--- config.mk ---
export PLATFORM = sky130hd
export DESIGN_NAME = alu_seq_muldiv
export DESIGN_NICKNAME = d
export VERILOG_FILES = /design/src/rtl/alu_seq_muldiv.sv
export SDC_FILE = /design/constraint.sdc
export NUM_CORES = 1
export LEC_CHECK = 0
export ABC_AREA = 1
export BUFFER_PORTS_ARGS = -buffer_cell sky130_fd_sc_hd__buf_2
export CORE_ASPECT_RATIO = 1.25
export CORE_MARGIN = 2
export CORE_UTILIZATION = 40
export DETAILED_ROUTE_END_ITERATION = 12
export PLACE_DENSITY = 0.62
export SLEW_MARGIN = 15
export SYNTH_ARGS = -nofsm -noshare
export SYNTH_HDL_FRONTEND = slang
export SYNTH_SLANG_ARGS = --single-unit
--- constraint.sdc ---
create_clock -name clk -period 2.6 [get_ports clk]
set_input_delay 0.13 -clock clk [delete_from_list [all_inputs] [get_ports clk]]
set_output_delay 0.13 -clock clk [all_outputs]
set_load 0.005 [all_outputs]
--- src/rtl/alu_seq_muldiv.sv ---
// Handshaked ALU with base integer ops and, with ALU_MULDIV_EN defined,
// an iterative RV-M multiply/divide datapath (one bit per cycle).
module alu_seq_muldiv #(
  parameter int XLEN = 32
) (
  input  logic            clk,
  input  logic            rst_n,
  input  logic            in_valid,
  output logic            in_ready,
  input  logic [XLEN-1:0] A,
  input  logic [XLEN-1:0] B,
  input  logic [4:0]      ALUcontrol_In,
  output logic            out_valid,
  input  logic            out_ready,
  output logic [XLEN-1:0] Result,
  output logic            Zero,
  output logic            busy
);
  localparam int SHAMT_W = $clog2(XLEN);

  localparam logic [4:0] OP_ADD   = 5'd0;
  localparam logic [4:0] OP_SUB   = 5'd1;
  localparam logic [4:0] OP_AND   = 5'd2;
  localparam logic [4:0] OP_OR    = 5'd3;
  localparam logic [4:0] OP_XOR   = 5'd4;
  localparam logic [4:0] OP_SLL   = 5'd5;
  localparam logic [4:0] OP_SRL   = 5'd6;
  localparam logic [4:0] OP_SRA   = 5'd7;
  localparam logic [4:0] OP_SLT   = 5'd8;
  localparam logic [4:0] OP_SLTU  = 5'd9;
`ifdef ALU_MULDIV_EN
  localparam logic [4:0] OP_MUL   = 5'd10;
  localparam logic [4:0] OP_MULH  = 5'd11;
  localparam logic [4:0] OP_MULHU = 5'd12;
  localparam logic [4:0] OP_DIV   = 5'd13;
  localparam logic [4:0] OP_DIVU  = 5'd14;
  localparam logic [4:0] OP_REM   = 5'd15;
  localparam logic [4:0] OP_REMU  = 5'd16;
`endif

  typedef enum logic [1:0] {
    S_IDLE = 2'd0,
`ifdef ALU_MULDIV_EN
    S_BUSY = 2'd2,
`endif
    S_DONE = 2'd1
  } state_e;

  state_e          state_q;
  logic [XLEN-1:0] result_q;
  logic            zero_q;
  logic            out_valid_q;

  logic               accept;
  logic [SHAMT_W-1:0] shamt;
  logic [XLEN-1:0]    base_d;

  assign in_ready  = (state_q == S_IDLE)
                   | ((state_q == S_DONE) & out_ready);
  assign accept    = in_valid & in_ready;
  assign shamt     = B[SHAMT_W-1:0];
  assign out_valid = out_valid_q;
  assign Result    = result_q;
  assign Zero      = zero_q;

  always_comb begin
    base_d = '0;
    case (ALUcontrol_In)
      OP_ADD:  base_d = A + B;
      OP_SUB:  base_d = A - B;
      OP_AND:  base_d = A & B;
      OP_OR:   base_d = A | B;
      OP_XOR:  base_d = A ^ B;
      OP_SLL:  base_d = A << shamt;
      OP_SRL:  base_d = A >> shamt;
      OP_SRA:  base_d = $signed(A) >>> shamt;
      OP_SLT:  base_d = {{(XLEN-1){1'b0}},
                         $signed(A) < $signed(B)};
      OP_SLTU: base_d = {{(XLEN-1){1'b0}}, A < B};
      default: base_d = '0;
    endcase
  end

`ifdef ALU_MULDIV_EN
  logic [4:0]         op_q;
  logic               neg_q;
  logic               bz_q;
  logic [XLEN-1:0]    opd_q;
  logic [XLEN-1:0]    hi_q;
  logic [XLEN-1:0]    lo_q;
  logic [SHAMT_W-1:0] cnt_q;

  logic            is_m, is_div_d, sgn, sa, sb, neg_d;
  logic [XLEN-1:0] ma, mb;
  logic            is_div_q, dge;
  logic [XLEN:0]   msum, dt;
  logic [XLEN-1:0] ddiff, hi_n, lo_n, mulh_neg, fin_d;

  assign is_m     = (ALUcontrol_In >= OP_MUL)
                  & (ALUcontrol_In <= OP_REMU);
  assign is_div_d = ALUcontrol_In >= OP_DIV;
  assign sgn      = (ALUcontrol_In == OP_MULH)
                  | (ALUcontrol_In == OP_DIV)
                  | (ALUcontrol_In == OP_REM);
  assign sa       = sgn & A[XLEN-1];
  assign sb       = sgn & B[XLEN-1];
  assign ma       = sa ? -A : A;
  assign mb       = sb ? -B : B;
  assign neg_d    = (ALUcontrol_In == OP_REM) ? sa : (sa ^ sb);
  assign is_div_q = op_q >= OP_DIV;

  // hi/lo hold {partial product, multiplier} or {remainder, dividend/quotient}
  always_comb begin
    msum  = {1'b0, hi_q} + (lo_q[0] ? {1'b0, opd_q} : '0);
    dt    = {hi_q, lo_q[XLEN-1]};
    dge   = dt >= {1'b0, opd_q};
    ddiff = dt[XLEN-1:0] - opd_q;
    if (is_div_q) begin
      hi_n = dge ? ddiff : dt[XLEN-1:0];
      lo_n = {lo_q[XLEN-2:0], dge};
    end else begin
      hi_n = msum[XLEN:1];
      lo_n = {msum[0], lo_q[XLEN-1:1]};
    end
  end

  // High half of the negated 2*XLEN product
  assign mulh_neg = ~hi_n
                  + {{(XLEN-1){1'b0}}, lo_n == '0};

  always_comb begin
    fin_d = '0;
    case (op_q)
      OP_MUL:   fin_d = lo_n;
      OP_MULH:  fin_d = neg_q ? mulh_neg : hi_n;
      OP_MULHU: fin_d = hi_n;
      OP_DIV,
      OP_DIVU:  fin_d = bz_q ? '1
                      : (neg_q ? -lo_n : lo_n);
      default:  fin_d = neg_q ? -hi_n : hi_n;
    endcase
  end

  assign busy = state_q == S_BUSY;
`else
  assign busy = 1'b0;
`endif

  always_ff @(posedge clk) begin
    if (!rst_n) begin
      state_q     <= S_IDLE;
      result_q    <= '0;
      zero_q      <= 1'b1;
      out_valid_q <= 1'b0;
`ifdef ALU_MULDIV_EN
      op_q        <= '0;
      neg_q       <= 1'b0;
      bz_q        <= 1'b0;
      opd_q       <= '0;
      hi_q        <= '0;
      lo_q        <= '0;
      cnt_q       <= '0;
`endif
    end else begin
      case (state_q)
`ifdef ALU_MULDIV_EN
        S_BUSY: begin
          hi_q  <= hi_n;
          lo_q  <= lo_n;
          cnt_q <= cnt_q - SHAMT_W'(1);
          if (cnt_q == '0) begin
            state_q     <= S_DONE;
            out_valid_q <= 1'b1;
            result_q    <= fin_d;
            zero_q      <= fin_d == '0;
          end
        end
`endif
        default: begin
          if (accept) begin
`ifdef ALU_MULDIV_EN
            if (is_m) begin
              state_q     <= S_BUSY;
              out_valid_q <= 1'b0;
              op_q        <= ALUcontrol_In;
              neg_q       <= neg_d;
              bz_q        <= B == '0;
              cnt_q       <= SHAMT_W'(XLEN-1);
              hi_q        <= '0;
              opd_q       <= is_div_d ? mb : ma;
              lo_q        <= is_div_d ? ma : mb;
            end else
`endif
            begin
              state_q     <= S_DONE;
              out_valid_q <= 1'b1;
              result_q    <= base_d;
              zero_q      <= base_d == '0;
            end
          end else if ((state_q == S_DONE) && out_ready) begin
            state_q     <= S_IDLE;
            out_valid_q <= 1'b0;
          end
        end
      endcase
    end
  end
endmodule

-- Word level (Yosys, flattened, before mapping)
Cells that the tools add are included.
- flip-flop bits (word level): 35
- input bits: 73
- output and inout bits: 36
- word-level logic and storage cells: 36
- add/sub/neg operators: 2
- magnitude comparators: 2
- eq/ne operators: 9
- shift operators: 3
- multiplexer cells: 5
- bitwise logic cells: 6
- reduce and logical (&&, ||, !) cells: 5
- operators with widths (cell ; number):
    32-bit case mux with 10 select lines ; 1
    32-bit less-than comparator ; 2
    32-bit adder ; 1
    32-bit AND ; 1
    32-bit zero test ; 1
    32-bit OR ; 1
    32-bit by 5-bit left shift with 32-bit output ; 1
    32-bit by 5-bit >> shifter with 32-bit output ; 1
    32-bit by 5-bit >>> shifter with 32-bit output ; 1
    32-bit subtractor ; 1
    32-bit XOR ; 1
    5-bit by 3-bit == test with 1-bit output, second input constant ; 4
    5-bit by 2-bit == test with 1-bit output, second input constant ; 2
    5-bit by 4-bit == test with 1-bit output, second input constant ; 2
    5-bit by 1-bit == test with 1-bit output, second input constant ; 1
    5-bit zero test ; 1
    1-bit two-way mux ; 4
    1-bit AND ; 2
    2-bit zero test ; 1
    2-bit nonzero test ; 1
    1-bit logical AND ; 1
    1-bit OR ; 1

-- Logic depth before layout (Yosys ltp)
- word-level depth: 4
- gate-level depth with buffers: 25
- depth with buffers taken out: 22

-- Least setup slack after synthesis
OpenSTA, ideal clock, no wires.
- path type: input-to-reg
- start point: in B[4]
- end point: reg zero_q, in the netlist Zero
- setup time: 0.059 ns
- arrival time: 2.648 ns
- data required time: 2.541 ns
- path slack: -0.107 ns
- stages: 23
- buffers on the path: 4
- cells stage by stage: clkbuf_1 > inv_1 > clkbuf_1 > clkbuf_1 > ha_1 > buf_2 > nor2_1 > nand3_1 > nand2_2 > nand2_1 > nand2_1 > nand2_1 > nand2_1 > nand2_1 > nand3_1 > nand2_1 > nor2_2 > nand2_1 > nor2_1 > nand2_1 > nor2_1 > nand3_1 > nand2_1
- word-level cells in the longest chain between the ends: 3
- elaborated cells on any way between the ends: 12
- those cells by class: add/sub (2); order compare (2); shift (3); mux (1); bitwise (3); reduce/logical (1)
- RTL lines (what ; line ; RTL):
    from (decl) ; 11 ; input logic [XLEN-1:0] B,
    32-bit subtractor, or another cell as far along ; 70 ; OP_SUB: base_d = A - B;
    32-bit case mux with 10 select lines * ; 68 ; case (ALUcontrol_In)
    32-bit zero test * ; 198 ; zero_q <= base_d == '0;
    to (signal assigned) ; 153 ; zero_q <= 1'b1;
    to (signal assigned) ; 198 ;
    to (decl) ; 51 ; logic zero_q;
Every way passes the cells marked *; elsewhere a longest branch is shown, timed or not.
A chain may end at the register's enable or synchronous reset.

-- Final worst setup path
- start point: in A[0]
- end point: reg result_q[30], in the netlist Result[30]
- word-level cells in the longest chain between the ends: 2
- elaborated cells on any way between the ends: 6
- those cells by class: add/sub (2); shift (3); mux (1)
- RTL lines (what ; line ; RTL):
    from (decl) ; 10 ; input logic [XLEN-1:0] A,
    32-bit subtractor, or another cell as far along ; 70 ;
    32-bit case mux with 10 select lines * ; 68 ;
    to (signal assigned) ; 197 ; result_q <= base_d;
    to (decl) ; 50 ; logic [XLEN-1:0] result_q;
Marked as above.

==> key figures <==
Outcome
  • Outcome: finished clean

Finish
  • Fraction of layout cells with a size suffix above 1: 23.8%
  • Finished Layout Cells: 3050
  • Nets: 2865
  • Final instance area: 15400 um2
  • Area grow syn2layout: 34.0%
  • Fillers: 3135

Global routing
  • GRT Total Usage: 41.5%
  • Vias in the first global route: 16.6k
  • GRT overflow: 0
  • Largest net degree at the start of global routing: 66
  • First-pass GRT wire length: 95500 um
  • Initial antenna violation count: 2

Logic synthesis
  • Mapped Cells: 2262
  • Post-Syn Area per Cell: 5.09 um2
  • Net count after synthesis: 2436
  • Yosys warns: 0
  • Yosys reg bits: 34
  • Post-synthesis cell area: 11500 um2
  • Seq/Total Area, Yosys: 5.91%
  • Synth cell types: 47

Worst setup path
  • CP top delay family: simple AND/OR/NAND/NOR gates
  • Max stage delay on crit path: 0.45 ns
  • WP data arrival: 2.69 ns
  • Crit Path Class: input pin to flip-flop
  • R2R setup slack: 0.97 ns
  • Critical path, cell by cell: buf_2, ha_1, fa_1, nand2_1, nand2_1, nand3_1, nand2_2, buf_4, nand2_1, nand2_1, nand2_1, nand3_1, nand3_1, nand3_1, buf_4, o21ai_0, inv_1
  • Critical Path RT: 2.78 ns
  • Slowest library cell on the worst path: fa_1
  • Critical Path Stages: 17
  • Worst setup EP type: flip-flop
  • Critical path launch point type: input pin
  • Max FO, Critical Path: 3
  • Cell mode on critical path: nand2_1
  • Reg2Reg Depth: 7
  • WP buf/inv: 4

Placed design
  • Post-DP HPWL: 54400 um
  • GPL Wtd Cong: 1.05
  • DP Area: 15200 um2
  • Post-Place Cells: 3038
  • Port Buffers: 107

Pwr
  • Clock share of power: 14.8%
  • Seq pwr share: 13.9%
  • Tot Pwr: 0.00421 W
  • Pleak: 8.93 nW
  • Worst vdd ir: 0.296 mV
  • Switching Fraction: 49.8%
  • Power per standard cell area: 273 nW/um2
  • Power share of the combinational group: 71.3%
  • Switching pwr: 0.00210 W
  • P_int: 0.00211 W

STA
  • Max Clock Freq: 399 MHz
  • Final Critical Period: 2.51 ns
  • Final setup fails: 0
  • Clk_skew: 0.00153 ns
  • Final Hold Viols: 0
  • Worst slew margin relative to its limit: 52.5%
  • Max-slew violation count: 0
  • Worst slew pin tran: 0.710 ns
  • Period Utilization, post-route: 96.4%

Hold path
  • Hold Crit Class: input pin to flip-flop
  • Worst Hold Path Cells: 4

Routing
  • First-pass detailed-route iteration total: 6
  • Final wirelength: 63600 um
  • Routed Antenna Nets: 0
  • Wire length per cell: 20.8 um
  • Vias/cell: 5.60
  • Initial detailed-routing violation count: 1653
  • # DRC: 0
  • Vias: 17.1k

Clocking
  • Worst-path clk slew: 0.06 ns
  • CTS Buffer Depth: 2
  • Root Driver: clkbuf_16
  • H-tree levels: 2
  • Clk sink count: 34
  • Number of buffers created by CTS: 5
  • CTS tree: built
  • Worst-Skew Late Latency: 0.29 ns

Floorplan
  • FP Rows: 69
  • Core box area: 28400 um2
  • Die area: 30200 um2
  • Die Y: 194 um
  • I/O Pins: 109
  • Die X: 156 um
  • Initial Util: 40.5%

Flow run
  • Max-cap viol count: 0
-- cell usage in the layout (no fill, tap or decap), drive strengths merged --
cell      count
o211ai       18
a21o          1
o21a          4
nand2       713
a211oi        1
diode         3
conb          1
nand3b        1
ha           99
nor4          2
o221ai        4
and3          1
nor3         19
nor2        257
o21ai        78
a21oi        87
a31oi         7
clkinvlp      1
buf         528
inv         299
and2          8
o21bai        6
fa            2
clkbuf        6
or2           4
dfxtp        34
o22ai        14
a221oi        1
nand4        26
nand3       467
clkinv        3
-- synthesized netlist by cell type, drive strengths merged --
| cell type | n | area [um2] |
|---|---|---|
| o21bai | 6 | 45.0 |
| nor3 | 19 | 100 |
| clkbuf | 19 | 72.6 |
| nor2 | 257 | 997 |
| or2 | 4 | 25.0 |
| nand3 | 467 | 2370 |
| a221oi | 1 | 8.76 |
| nand4 | 26 | 169 |
| o22ai | 14 | 87.6 |
| ha | 99 | 1240 |
| and2 | 8 | 50.1 |
| o21a | 4 | 30.0 |
| a21o | 1 | 7.51 |
| conb | 1 | 3.75 |
| nor4 | 2 | 12.5 |
| nand2 | 713 | 2810 |
| clkinv | 2 | 7.51 |
| o21ai | 78 | 390 |
| o211ai | 18 | 140 |
| and3 | 1 | 6.26 |
| buf | 87 | 538 |
| dfxtp | 34 | 681 |
| a21oi | 87 | 458 |
| o221ai | 4 | 35.0 |
| a211oi | 1 | 7.51 |
| inv | 299 | 1130 |
| a31oi | 7 | 43.8 |
| nand3b | 1 | 7.51 |
| fa | 2 | 40.0 |
-- sequential cells by signal (all words and copies together) (netlist names) --
signal and cells:
state_q 1, Result 32, Zero 1
-- through the flow --
step | setup TNS, ns | utilization [%] | hold slack (ns) | worst slack (ns)
global route | -0.0386 | 54.3 | 0.171 | -0.0301
detailed placement | -1.24 | 53.4 | 0.456 | -0.337
CTS | 0 | 53.9 | 0.165 | 0.0552
finish | 0 | 54.3 | 0.188 | 0.0935
floorplan | 0 | - | 0.268 | 0.0101
global placement | -1.14 | 53.4 | 0.428 | -0.370
-- final timing paths --
kind	to	start
worst max-delay path	Result[30]	A[0]
worst min-delay path	state_q[0]	out_ready
worst max register to register	Result[11]	state_q[0]
worst min register to register	Result[24]	Result[24]
-- power groups by stage --
stage	Clock, W	Sequential [W]	Combinational [W]
floorplan	0	0.000594	0.00149
global placement	0	0.000592	0.00288
detailed placement	0	0.000594	0.00289
CTS	0.000625	0.000583	0.00290
global route	0.000645	0.000588	0.00324
finish	0.000625	0.000584	0.00300
-- layout make-up --
cell class	instances	area (um2)	share of cell area, %
inverter	301	1130	7.36
tap	355	444	2.88
multi-input combinational	1821	9180	59.5
sequential	34	681	4.41
timing repair buffer	528	3820	24.8
antenna	3	7.51	0.0487
clock inverter	2	12.5	0.0811
clock buffer	6	139	0.901
-- repair_timing --
action                                  in CTS  in global routing
hold buffers                                 0                  0
gates cloned                                 0                  0
pin swaps                                    0                  2
endpoints found under the setup margin       1                  6
resized for setup                            1                 27
setup buffers                                0                  1
-- kinds of logic after synthesis --
kind of cell / share of synthesized area [%]
compound gates: 10.9
fa+ha+maj: 11.1
buf+inv: 15.2
flops: 5.91
other cells: 0.0326
simple gates: 56.9
-- worst register-to-register path, stage by stage, from the launching register on --
cell and delay [ns]:
dfxtp_1 0.31, nand2_1 0.12, nand2_1 0.07, buf_4 0.20, inv_1 0.09, buf_4 0.40, o21ai_0 0.18, a31oi_1 0.18
-- per-layer routing --
metal	up-vias	track usage [%]	share of wire [%]
met5	-	0	0
met4	0	20.4	6.0
met3	187	3.44	7.7
met2	817	70.9	47
met1	7945	52.0	39
li1	8130	-	-
Power figures use the tool's default switching activity.
